`config.mk`:
```
export PLATFORM = sky130hd
export DESIGN_NAME = ps2_rx_frame
export DESIGN_NICKNAME = d
export VERILOG_FILES = /design/src/rtl/ps2_rx_frame.sv
export SDC_FILE = /design/constraint.sdc
export NUM_CORES = 1
export LEC_CHECK = 0
export ABC_AREA = 0
export CAP_MARGIN = 20
export CORE_ASPECT_RATIO = 0.6
export CORE_UTILIZATION = 60
export DETAILED_ROUTE_END_ITERATION = 8
export PLACE_DENSITY_LB_ADDON = 0.2
export SYNTH_ARGS = -nofsm -noshare
export SYNTH_HDL_FRONTEND = slang
export SYNTH_SLANG_ARGS = --single-unit
```
`constraint.sdc`:
```
create_clock -name clk -period 4.58 [get_ports clk]
set_input_delay 0.458 -clock clk [delete_from_list [all_inputs] [get_ports clk]]
set_output_delay 0.458 -clock clk [all_outputs]
set_load 0.02 [all_outputs]
```
`src/rtl/ps2_rx_frame.sv`:
```
// PS/2 device-to-host frame receiver: synchronizes and deglitches the bus,
// decodes 11-bit frames and reports each byte or the reason a frame was rejected.
module ps2_rx_frame #(
  parameter int FILTER_LEN     = 8,
  parameter int TIMEOUT_CYCLES = 50000
) (
  input  logic       clk,
  input  logic       rst,
  input  logic       ps2_clk,
  input  logic       ps2_data,
  input  logic       rx_en,
  output logic [7:0] rx_byte,
  output logic       rx_valid,
  output logic       rx_err,
  output logic [1:0] err_code,
  output logic       busy
);
  localparam int FW = $clog2(FILTER_LEN + 1);

  typedef enum logic {IDLE, RECV} state_t;

  logic          clk_s1, clk_s2, dat_s1, dat_s2;
  logic          filt, filt_prev, fall;
  logic [FW-1:0] fcnt;

  state_t        state, state_n;
  logic [3:0]    bitcnt, bitcnt_n;
  logic [7:0]    shreg, shreg_n;
  logic          par, par_n;
  logic [15:0]   tcnt, tcnt_n;
  logic [7:0]    byte_n;
  logic          valid_n, err_n;
  logic [1:0]    code_n;

  always_ff @(posedge clk) begin
    if (rst) begin
      {clk_s1, clk_s2, dat_s1, dat_s2} <= 4'hF;
    end else begin
      clk_s1 <= ps2_clk;
      clk_s2 <= clk_s1;
      dat_s1 <= ps2_data;
      dat_s2 <= dat_s1;
    end
  end

  // Filtered clock flips on the FILTER_LEN-th consecutive differing sample.
  always_ff @(posedge clk) begin
    if (rst) begin
      filt      <= 1'b1;
      filt_prev <= 1'b1;
      fcnt      <= '0;
    end else begin
      filt_prev <= filt;
      if (clk_s2 == filt) begin
        fcnt <= '0;
      end else if (fcnt == FW'(FILTER_LEN - 1)) begin
        filt <= clk_s2;
        fcnt <= '0;
      end else begin
        fcnt <= fcnt + 1'b1;
      end
    end
  end

  assign fall = filt_prev & ~filt;
  assign busy = (state == RECV);

  always_ff @(posedge clk) begin
    if (rst) begin
      state    <= IDLE;
      bitcnt   <= '0;
      shreg    <= '0;
      par      <= 1'b0;
      tcnt     <= '0;
      rx_byte  <= '0;
      rx_valid <= 1'b0;
      rx_err   <= 1'b0;
      err_code <= '0;
    end else begin
      state    <= state_n;
      bitcnt   <= bitcnt_n;
      shreg    <= shreg_n;
      par      <= par_n;
      tcnt     <= tcnt_n;
      rx_byte  <= byte_n;
      rx_valid <= valid_n;
      rx_err   <= err_n;
      err_code <= code_n;
    end
  end

  always_comb begin
    state_n  = state;
    bitcnt_n = bitcnt;
    shreg_n  = shreg;
    par_n    = par;
    tcnt_n   = tcnt;
    byte_n   = rx_byte;
    valid_n  = 1'b0;
    err_n    = 1'b0;
    code_n   = err_code;
    // Host transmitting: abandon any frame silently.
    if (!rx_en) begin
      state_n  = IDLE;
      bitcnt_n = '0;
      tcnt_n   = '0;
    end else begin
      case (state)
        IDLE: begin
          tcnt_n = '0;
          if (fall) begin
            if (!dat_s2) begin
              state_n  = RECV;
              bitcnt_n = 4'd1;
            end else begin
              err_n  = 1'b1;
              code_n = 2'd1;
            end
          end
        end
        RECV: begin
          if (fall) begin
            tcnt_n = '0;
            if (bitcnt >= 4'd1 && bitcnt <= 4'd8) begin
              shreg_n[bitcnt[2:0] - 3'd1] = dat_s2;
              bitcnt_n = bitcnt + 4'd1;
            end else if (bitcnt == 4'd9) begin
              par_n    = dat_s2;
              bitcnt_n = 4'd10;
            end else begin
              state_n  = IDLE;
              bitcnt_n = '0;
              if (!dat_s2) begin
                err_n  = 1'b1;
                code_n = 2'd3;
              end else if (!(^{shreg, par})) begin
                err_n  = 1'b1;
                code_n = 2'd2;
              end else begin
                byte_n  = shreg;
                valid_n = 1'b1;
              end
            end
          end else if (tcnt == 16'(TIMEOUT_CYCLES - 1)) begin
            state_n  = IDLE;
            bitcnt_n = '0;
            tcnt_n   = '0;
            err_n    = 1'b1;
            code_n   = 2'd0;
          end else begin
            tcnt_n = tcnt + 16'd1;
          end
        end
        default: state_n = IDLE;
      endcase
    end
  end
endmodule
```
==> metrics.md <==
| Metric | Value |
|---|---|
| Syn Inst Count | `268` |
| Worst-case vdd ir drop | `0.179 mV` |
| Compound-cell area share of the yosys netlist | `12.8%` |
| Clk Latency, worst-skew pair | `300 ps` |
| # rows | `17` |
| Clock share of power | `41.0%` |
| Endpoints failing setup | `0` |
| Simple-gate share of the synthesized area | `24.7%` |
| Routed vias/inst | `5.85` |
| Setup repair bufs after CTS | `0` |
| # hold bufs at CTS | `0` |
| Cell Area, Synth | `0.00243 mm²` |
| Drt drc | `0` |
| Top-count cell post-synth | `dfxtp_1` |
| Crit path time final | `2450 ps` |
| Internal power | `0.638 mW` |
| Initial antenna violation count | `0` |
| Met2 Track Usage GR | `33.6%` |
| CTS root buf | `clkbuf_8` |
| Worst-path clk slew | `approximately 90 ps` |
| Setup crit start kind | `flip-flop` |
| GRT overflow | `0` |
| CTS tree | `yes` |
| Core area | `~0.0038 mm²` |
| Port Buf Inserts | `17` |
| Sw Pwr | `~0.16 mW` |
| Number of enable-type register cells in the synthesized netlist | `0` |
| Die Ht | `between 50 and 60 µm` |
| M1 GR Usage | `39.1%` |
| Async SR Flop Fraction | `0%` |
| Die Wd | `84.2 µm` |
| Nets | `291` |
| Synth top area share | `42.8%` |
| DP Area | `0.00262 mm²` |
| Global-route wire length before repair | `roughly 8.3 mm` |
| Initial core utilization | `between 60% and 70%` |
| Sw Ratio | `19.9%` |
| Largest net degree at the start of global routing | `31` |
| Worst Path Arrival | `roughly 2600 ps` |
| Yosys warns | `0` |
| Yosys top cell by area | `dfxtp_1` |
| CP max-delay cell | `or2_1` |
| Crit. End Element | `flip-flop` |
| Post-Synth Adder-Cell Area | `around 2.6%` |
| WL per Instance | `15.4 µm` |
| Via count | `1925` |
| Crit path kind | `flip-flop to flip-flop` |
| Mux cell area share after synthesis | `under 10%` |
| Sequential share of power | `57.2%` |
| Clock Skew | `4.57 ps` |
| Layout area overhead | `12.7%` |
| Setup ws final | `2130 ps` |
| Routed Antenna Nets | `0` |
| ANT cells | `0` |
| Total Routing Usage GR | `25.2%` |
| Slew Limit Fails | `0` |
| Final hold viol count | `0` |
| Post-synthesis xor/xnor area fraction | `between 10% and 20%` |
| Hold WS | `416 ps` |
| Crit path cell chain | `inv_1, ha_1, nor4b_4, a21oi_1, or2_1, o31ai_1, a21oi_1` |
| Register area share after synthesis | `42.8%` |
| DR pass1 iterations | `5` |
| Part of the power in combinational logic | `1.8%` |
| Crit-path max FO | `11` |
| Top FF cell, synth | `dfxtp_1` |
| Main combinational cell family by area after synthesis | `simple AND/OR/NAND/NOR gates` |
| P per Cell Area | `291 mW/mm²` |
| Syn nets | `278` |
| Worst min path class | `flip-flop to flip-flop` |
| RSZ-0062 raised after global routing | `no` |
| Number of CTS-inserted buffers | `5` |
| Vias in the first global route | `around 1600` |
| Hpwl dp | `3.56 mm` |
| Total of max-cap violations | `0` |
| Crit share post-route | `53.6%` |
| Cell repeated most along the worst path | `a21oi_1` |
| Clock sinks | `52` |
| Share of post-route cells with drive strength above 1 | `between 7 and 8%` |
| WL final | `5.06 mm` |
| Mapped Avg Cell Area | `a little over 9 µm²` |
| Total Die Area | `0.00432 mm²` |
| Distinct cell type count after synthesis | `46` |
| LEAKAGE | `approximately 0.97 nW` |
| Worst slew margin | `55.0%` |
| GR Util met3 | `6.14%` |
| Status | `complete, no violations` |
| # IOs | `18` |
| Iter 0 DRT Violations | `about 110` |
| Final Cell Area | `0.00274 mm²` |
| Pre-CTS WS | `about 2200 ps` |
| Worst Max-Slew Pin Slew | `between 600 and 700 ps` |
| Clock Path Buffers | `2` |
| Post-CTS sizing | `0` |
| Required @ worst endpoint | `4760 ps` |
| Total Power | `around 0.8 mW` |
| Fmax achieved | `0.407 GHz` |
| Post-synth top cells | `52 x dfxtp_1, 38 x nor2_1, 17 x nand3_1` |
| Busiest grt layer | `met1` |
| Routability cong. | `0.821` |
| Post-route setup TNS | `0 ps` |
| Synthesized flop and latch total | `52` |
| Leading post-synthesis cells by cell area | `dfxtp_1 43%, nor2_1 5.9%, xor2_1 4.3%, xnor2_1 4.0%, nand3_1 3.5%` |
| Slowest stage delay, CP | `440 ps` |
| CTS H-Tree Depth | `2` |
[placed cells by master, fill, tap and decap left out, types with 4 or more instances in the layout]
cell type | Yosys | routed
a21oi_1 | 15 | 15
and3_1 | 4 | 4
clkbuf_8 | 0 | 6
clkdlybuf4s50_1 | 0 | 17
dfxtp_1 | 52 | 52
ha_1 | 5 | 5
inv_1 | 9 | 9
mux2i_1 | 7 | 7
nand2_1 | 13 | 13
nand2b_1 | 5 | 5
nand3_1 | 17 | 17
nand4_1 | 11 | 11
nor2_1 | 38 | 38
nor3_1 | 4 | 4
o31ai_1 | 10 | 10
or2_2 | 5 | 5
xnor2_1 | 11 | 11
xor2_1 | 12 | 12
[per-layer routing]
metal	vias up	routed length, µm
met5	-	0
met4	0	34
met3	5	292
met2	60	1970
met1	886	2770
li1	974	-
[cell type report]
cell class	instances	area (µm²)
clock inverters	2	38.8
inverters	9	33.8
well taps	47	58.8
multi-input cells	195	1310
flip-flops and latches	52	1040
repair buffers	18	178
fillers	290	1020
clock buffers	6	82.6
[worst max-delay path: cells and delay by family (launching register included)]
family	cells	cell delay [ps]
and+or+nand+nor	2	870
AOI/OAI and AO/OA	3	580
DFF	1	380
adders and majority gates	1	320
buffers and inverters	1	180
[flip-flops by register name (all words and copies together), names as in the netlist, 2 cells and up]
name      flops
fcnt          4
err_code      2
rx_byte       8
bitcnt        4
shreg         8
tcnt         16
[logic make-up after synthesis]
logic type               after synthesis
AND/OR/NAND/NOR                      114
adder cells (fa/ha/maj)                5
AO/OA/AOI/OAI                         43
XOR/XNOR                              26
flip-flops                            52
multiplexers                           7
buffers and inverters                 21
[power by group through the flow]
stage / Combinational (mW) / Clock [mW] / Sequential (mW)
floorplan: 0.00951 / 0 / 0.465
global placement: 0.0138 / 0 / 0.467
detailed placement: 0.0138 / 0 / 0.467
CTS: 0.0139 / 0.332 / 0.456
global route: 0.0152 / 0.352 / 0.457
finish: 0.0140 / 0.327 / 0.456
[final timing paths]
path / cells after the start / endpoint / from / slack [ps]
max reg2reg: 7 / rx_byte[2] / bitcnt[0] / 2130
max: 7 / rx_byte[2] / bitcnt[0] / 2130
min reg2reg: 1 / clk_s2 / clk_s1 / 420
min: 1 / clk_s2 / clk_s1 / 420
[metrics by stage]
step	std cells	utilization (%)
floorplan	268	-
global placement	321	69.6
detailed placement	321	69.6
CTS	329	72.8
global route	329	72.8
finish	329	72.8
No activity file was read; power rests on OpenSTA's default activity.
